--- src/rtl/inst_fetch.sv ---
// Instruction fetch stage: issues one word-aligned request at a time, holds the
// returned instruction for decode, and handles execute-stage redirects.
module inst_fetch #(
  parameter logic [31:0] RESET_PC = 32'h0000_0000
) (
  input  logic        clk,
  input  logic        reset,
  output logic        imem_req,
  output logic [31:0] imem_addr,
  input  logic        imem_ack,
  input  logic [31:0] imem_rdata,
  output logic        inst_valid,
  output logic [31:0] inst_code,
  output logic [31:0] inst_pc,
  input  logic        inst_ready,
  input  logic        redirect_valid,
  input  logic [31:0] redirect_target
);

  localparam logic [31:0] RESET_PC_ALIGNED = RESET_PC & 32'hFFFF_FFFC;

  typedef enum logic [1:0] {IDLE, REQ, HOLD} state_t;

  state_t      state;
  logic [31:0] pc;
  logic [31:0] pc_next;
  logic        squash;
  logic [31:0] target_aligned;
  logic [31:0] pc_plus4;

  assign target_aligned = redirect_target & 32'hFFFF_FFFC;
  assign pc_plus4       = pc + 32'd4;

  // A redirect seen while a request is outstanding cannot cancel it, so the
  // target is parked in pc_next and the returning word is dropped on ack.
  always_ff @(posedge clk) begin
    if (reset) begin
      state      <= IDLE;
      pc         <= RESET_PC_ALIGNED;
      pc_next    <= 32'd0;
      squash     <= 1'b0;
      imem_req   <= 1'b0;
      imem_addr  <= RESET_PC_ALIGNED;
      inst_valid <= 1'b0;
      inst_code  <= 32'd0;
      inst_pc    <= 32'd0;
    end else begin
      case (state)
        IDLE: begin
          state    <= REQ;
          imem_req <= 1'b1;
          if (redirect_valid) begin
            pc        <= target_aligned;
            imem_addr <= target_aligned;
          end else begin
            imem_addr <= pc;
          end
        end
        REQ: begin
          if (imem_ack) begin
            if (squash || redirect_valid) begin
              pc        <= redirect_valid ? target_aligned : pc_next;
              imem_addr <= redirect_valid ? target_aligned : pc_next;
              squash    <= 1'b0;
            end else begin
              inst_code  <= imem_rdata;
              inst_pc    <= pc;
              inst_valid <= 1'b1;
              imem_req   <= 1'b0;
              state      <= HOLD;
            end
          end else if (redirect_valid) begin
            pc_next <= target_aligned;
            squash  <= 1'b1;
          end
        end
        HOLD: begin
          // Redirect wins over a transfer: the held instruction is squashed.
          if (redirect_valid) begin
            pc         <= target_aligned;
            imem_addr  <= target_aligned;
            inst_valid <= 1'b0;
            imem_req   <= 1'b1;
            state      <= REQ;
          end else if (inst_ready) begin
            pc         <= pc_plus4;
            imem_addr  <= pc_plus4;
            inst_valid <= 1'b0;
            imem_req   <= 1'b1;
            state      <= REQ;
          end
        end
        default: begin
          state    <= IDLE;
          imem_req <= 1'b0;
        end
      endcase
    end
  end

endmodule

--- config.mk ---
export PLATFORM = sky130hd
export DESIGN_NAME = inst_fetch
export DESIGN_NICKNAME = d
export VERILOG_FILES = /design/src/rtl/inst_fetch.sv
export SDC_FILE = /design/constraint.sdc
export NUM_CORES = 1
export LEC_CHECK = 0
export ABC_CLOCK_PERIOD_IN_PS = 2510
export BUFFER_PORTS_ARGS = -buffer_cell sky130_fd_sc_hd__buf_2
export CELL_PAD_IN_SITES_DETAIL_PLACEMENT = 2
export CELL_PAD_IN_SITES_GLOBAL_PLACEMENT = 2
export CORE_MARGIN = 3
export CORE_UTILIZATION = 30
export DETAILED_ROUTE_END_ITERATION = 10
export GPL_TIMING_DRIVEN = 1
export PLACE_DENSITY_LB_ADDON = 0.1
export SLEW_MARGIN = 20
export SYNTH_ARGS = -nofsm -noshare
export SYNTH_HDL_FRONTEND = slang
export SYNTH_SLANG_ARGS = --single-unit
--- constraint.sdc ---
create_clock -name clk -period 2.51 [get_ports clk]
set_input_delay 0.251 -clock clk [delete_from_list [all_inputs] [get_ports clk]]
set_output_delay 0.251 -clock clk [all_outputs]
set_load 0.01 [all_outputs]
Word-level counts from Yosys, hierarchy flattened

Index checks and enable logic that the tools add are counted.

Register bits after elaboration: 133
Latch bits: 0
Memory bits (writable): 0
Memory bits (read-only): 0
Input port bits: 69
Output and inout bits: 98
Memories kept: 0

Add/subtract/negate cells: 1
$mul: 0
Div/mod/pow operators: 0
$lt $le $gt $ge: 0
Equality and inequality tests: 8
Shift operators: 0
Muxes and demuxes: 25
Bitwise logic cells: 2
Reduce and logical (&&, ||, !) cells: 11

Operators by type and width:

| cell                  | number |
|---|---|
| $mux 32               | 6 |
| $pmux 32 s3           | 1 |
| $add 32x3->32 const B | 1 |
| $mux 1                | 11 |
| $reduce_and 3->1      | 3 |
| $mux 2                | 4 |
| $ne 2x2->1 const B    | 4 |
| $pmux 2 s3            | 1 |
| $reduce_and 5->1      | 1 |
| $reduce_and 4->1      | 1 |
| $reduce_bool 2->1     | 2 |
| $ne 3x3->1 const B    | 1 |
| $pmux 1 s3            | 1 |
| $reduce_bool 3->1     | 1 |
| $eq 2x1->1 const B    | 1 |
| $eq 2x2->1 const B    | 1 |
| $logic_not 2->1       | 1 |
| $ne 2x1->1 const B    | 1 |
| $not 1->1             | 2 |
| $pmux 1 s2            | 1 |
| $reduce_and 2->1      | 1 |
| $logic_or 1x1->1      | 1 |

Logic depth before layout (Yosys ltp)

Depth after elaboration: 4
Gate-level depth with buffers: 10
Gate-level depth less buffers: 7

Least setup slack after synthesis

Ideal clock, no wire load.

Kind: reg2reg
Start point: reg state[0]
End point: reg pc[9]
Library setup time: 0.133 ns
Arrival: 2.022 ns
Data required time: 2.377 ns
Setup slack: 0.356 ns
Stages on the path, launching flop included: 10
Path buffers: 2
Path through: dfxtp_1 inv_1 ha_1 nor3b_1 a211o_1 or2_1 buf_2 buf_2 a2111oi_0 nor4_1

Cells in the longest elaborated chain, start to end: 3

RTL lines:

| element                                            | RTL line | RTL |
|---|---|---|
| start, declared                                    | 24       | `state_t state;` |
| start signal, assigned                             | 38       | `state <= IDLE;` |
| start signal, assigned                             | 50       | `state <= REQ;` |
| start signal, assigned                             | 70       | `state <= HOLD;` |
| $eq 2x2->1, or another cell as far along           | 48       | `case (state)` |
| $ne 3x3->1 (no line), or another cell as far along | -        |  |
| $reduce_and 5->1 (no line)                         | -        |  |
| end signal, assigned                               | 53       | `pc <= target_aligned;` |
| end signal, assigned                               | 62       | `pc <= redirect_valid ? target_aligned : pc_next;` |
| end signal, assigned                               | 80       | `pc <= target_aligned;` |
| end, declared                                      | 25       | `logic [31:0] pc;` |

Several ways; a longest one is shown, not always the timed one.
A chain may end at the register's enable or synchronous reset.

Worst setup path after layout

Start point: reg state[0]
End point: reg pc[25]

The elaborated chain is that of the path after synthesis.

==> results.txt <==
status = finished clean
CTS tree = yes
ys flop type = dfxtp_1
hold-fix buffers at CTS = 0
DP Wirelength = 18.6 mm
worst hold stages = 3
n_diodes = 0
cells after synthesis = 831
leak pwr = 0.00334 uW
RSZ-0062 raised after global routing = no
Worst-Margin Slew = 702 ps
pre-CTS setup slack = 93.3 ps
Util after Layout = 0.402
DRC viols = 0
Worst Setup End Kind = flop
Hold Path Class = input port to flop
design area = 8260 sq um
DR WL/cell = 20.2 um
root buf cell = clkbuf_16
initial DRC count = 450
Die ar. = 23,100 sq um
Worst Setup SP = state[0]$_SDFFE_PP0P_
TritonRoute pass-1 iters = 7
Fin. Hold Viols = 0
Max FO, Critical Path = 12
clk sinks = 133
non-filler instance count after layout = 1,268
Syn Std Cell Area = 6390 sq um
Pwr Density = 777 nW/um^2
EDFF count, synth = 0
DIE WIDTH = 152 um
R2R depth = 8
H-tree levels = 4
post-layout net count = 1,059
initial antenna violation count = 0
Global Route Usage Sum = 0.220
Slowest-stage cell, CP = dfxtp_1
vias in the first global route = 7,229
Worst EP arrival = 2650 ps
hold path startpoint = imem_rdata[24]
fraction of registers with async set/reset = 0
Peak VDD IR = 0.000506 V
GR Overflow Total = 0
reg2reg start = state[0]$_SDFFE_PP0P_
Vias = 6,808
leading post-synthesis cells by cell area = dfxtp_1, nand2_1, a21oi_1
final worst path period need = 2340 ps
TritonCTS buffer count = 17
CP Class = flop to flop
clock skew = 10.6 ps
Slew HR = 0.532
core area = 20,600 sq um
register bit total from synthesis = 133
syn nets = 905
setup TNS = 0 ps
Seq/Total Area, Yosys = 0.417
share of layout cells above drive strength 1 = 0.254
worst-skew pair later-pin latency = 430 ps
Die Ht = 152 um
Via density = 5.37
syn_area_per_cell = 7.68 sq um
final setup fails = 0
placed instance count = 1,236
Synth top area share = 0.417
max-cap viol count = 0
Tcrit/Tclk final = 0.931
CP Cell Sequence = inv_1 > ha_1 > buf_4 > and2_1 > nand2b_1 > a22oi_1 > o21ai_0 > a22o_1
fin worst setup slack = 174 ps
area leader, netlist = dfxtp_1
routed wire length = 25.6 mm
maximum clock rate = 428 MHz
CP startpoint kind = flop
Cell variety after synth = 65
Initial Utilization = 0.311
warning count from the yosys run = 0
FP Rows = 52
worst path required time = 2830 ps
Placed Area = 7660 sq um
GP Congestion = 0.799
antenna-violating nets left = 0
slowest stage delay, CP = 390 ps
Layout area overhead = 29.4%
Reg clk slew, reported paths = 60 ps
first-pass GRT wire length = 41.5 mm
largest net degree at the start of global routing = 66
I/O pin count = 167
PortBufs = 164
fin. max-slew vios = 0
CTS max path bufs = 2
-- registers in the layout, summed over array words and instances (netlist names) --
| register | cells |
|---|---|
| imem_req | 1 |
| inst_code | 32 |
| inst_pc | 32 |
| inst_valid | 1 |
| pc | 32 |
| pc_next | 32 |
| squash | 1 |
| state | 2 |
-- worst paths after layout --
| path | endpoint | slack, ps |
|---|---|---|
| max reg2reg | pc[25]$_SDFFE_PP0P_ | 170 |
| min | inst_code[24]$_SDFFE_PP0P_ | 50 |
| max | pc[25]$_SDFFE_PP0P_ | 170 |
| min reg2reg | inst_pc[11]$_SDFFE_PP0P_ | 450 |
-- Yosys cell counts, drive strengths merged (4+ instances only) --
library cell    n
a22o            7
mux2i          15
nand4          11
a2111oi         4
nor2b           5
nand3          13
nor3           12
and2            4
a22oi          16
inv             9
a31oi           4
xnor2           6
nor3b           4
ha              5
o21ai          26
o2bb2ai        13
xor2            8
a21oi         115
and3            9
nor2           47
o32ai           7
buf            18
dfxtp         133
clkbuf         54
nor4           11
a311oi          4
nand2b          7
nand2         212
-- worst max-delay path, delay by kind of cell, from the launching register on --
family / cells / cell delay, ps
DFF: 1 / 390
AOI/OAI and AO/OA: 3 / 730
adders and majority gates: 1 / 230
and+or+nand+nor: 2 / 570
buffers and inverters: 2 / 290
-- cell type report --
type                       instances  area, sq um
fill                            2428        12300
multi-input combinational        617         3400
sequential                       133         2660
timing repair buffer             207         1220
clock buffer                      18          429
tap                              270          338
clock inverter                    14          173
inverter                           9         33.8
-- placed cells by master, fill, tap and decap left out, drive strengths merged, types with 4 or more instances in the layout --
master     n
a22oi     16
o32ai      7
nand4     11
clkinv     4
nor3      12
nor2      47
clkbuf    18
nor2b      5
a21oi    115
o2bb2ai   13
nor4      11
nand3     13
a31oi      4
a311oi     4
dfxtp    133
a22o       7
mux2i     15
and2       4
buf      207
inv       14
nand2b     7
and3       9
nand2    212
xor2       8
ha         5
nor3b      4
a2111oi    4
o21ai     26
xnor2      6
-- layer usage --
metal  vias to the layer above  routed length [um]  part of all wire  GRT usage
met5                         -                   0                 0          0
met4                         0                 439             0.017     0.0612
met3                        32                1020             0.040     0.0395
met2                       165               12000              0.47      0.356
met1                      3379               12100              0.47      0.301
li1                       3232                   -                 -          -
-- timing repair --
item,in CTS,in global routing
setup endpoints to repair,0,8
resized for setup,0,2
setup buffers,0,0
-- report_power, final --
group          switching [uW]  total, uW  internal [uW]
clock                    1020       2590           1570
combinational             861       1390            529
sequential                177       2440           2260
-- per-stage QoR --
step,hold slack (ps),power [uW]
global placement,440,3790
CTS,35.6,6480
finish,52.3,6420
floorplan,351,3190
global route,49.0,6720
detailed placement,449,3860
-- cell families after synthesis --
kind of cell / share of synthesized area
buffers and inverters: 0.0513
flip-flops: 0.417
multiplexers: 0.0288
adder cells (fa/ha/maj): 0.00980
AO/OA/AOI/OAI: 0.228
XOR/XNOR: 0.0192
AND/OR/NAND/NOR: 0.246
Note: power is estimated with default switching activity, not from simulation.
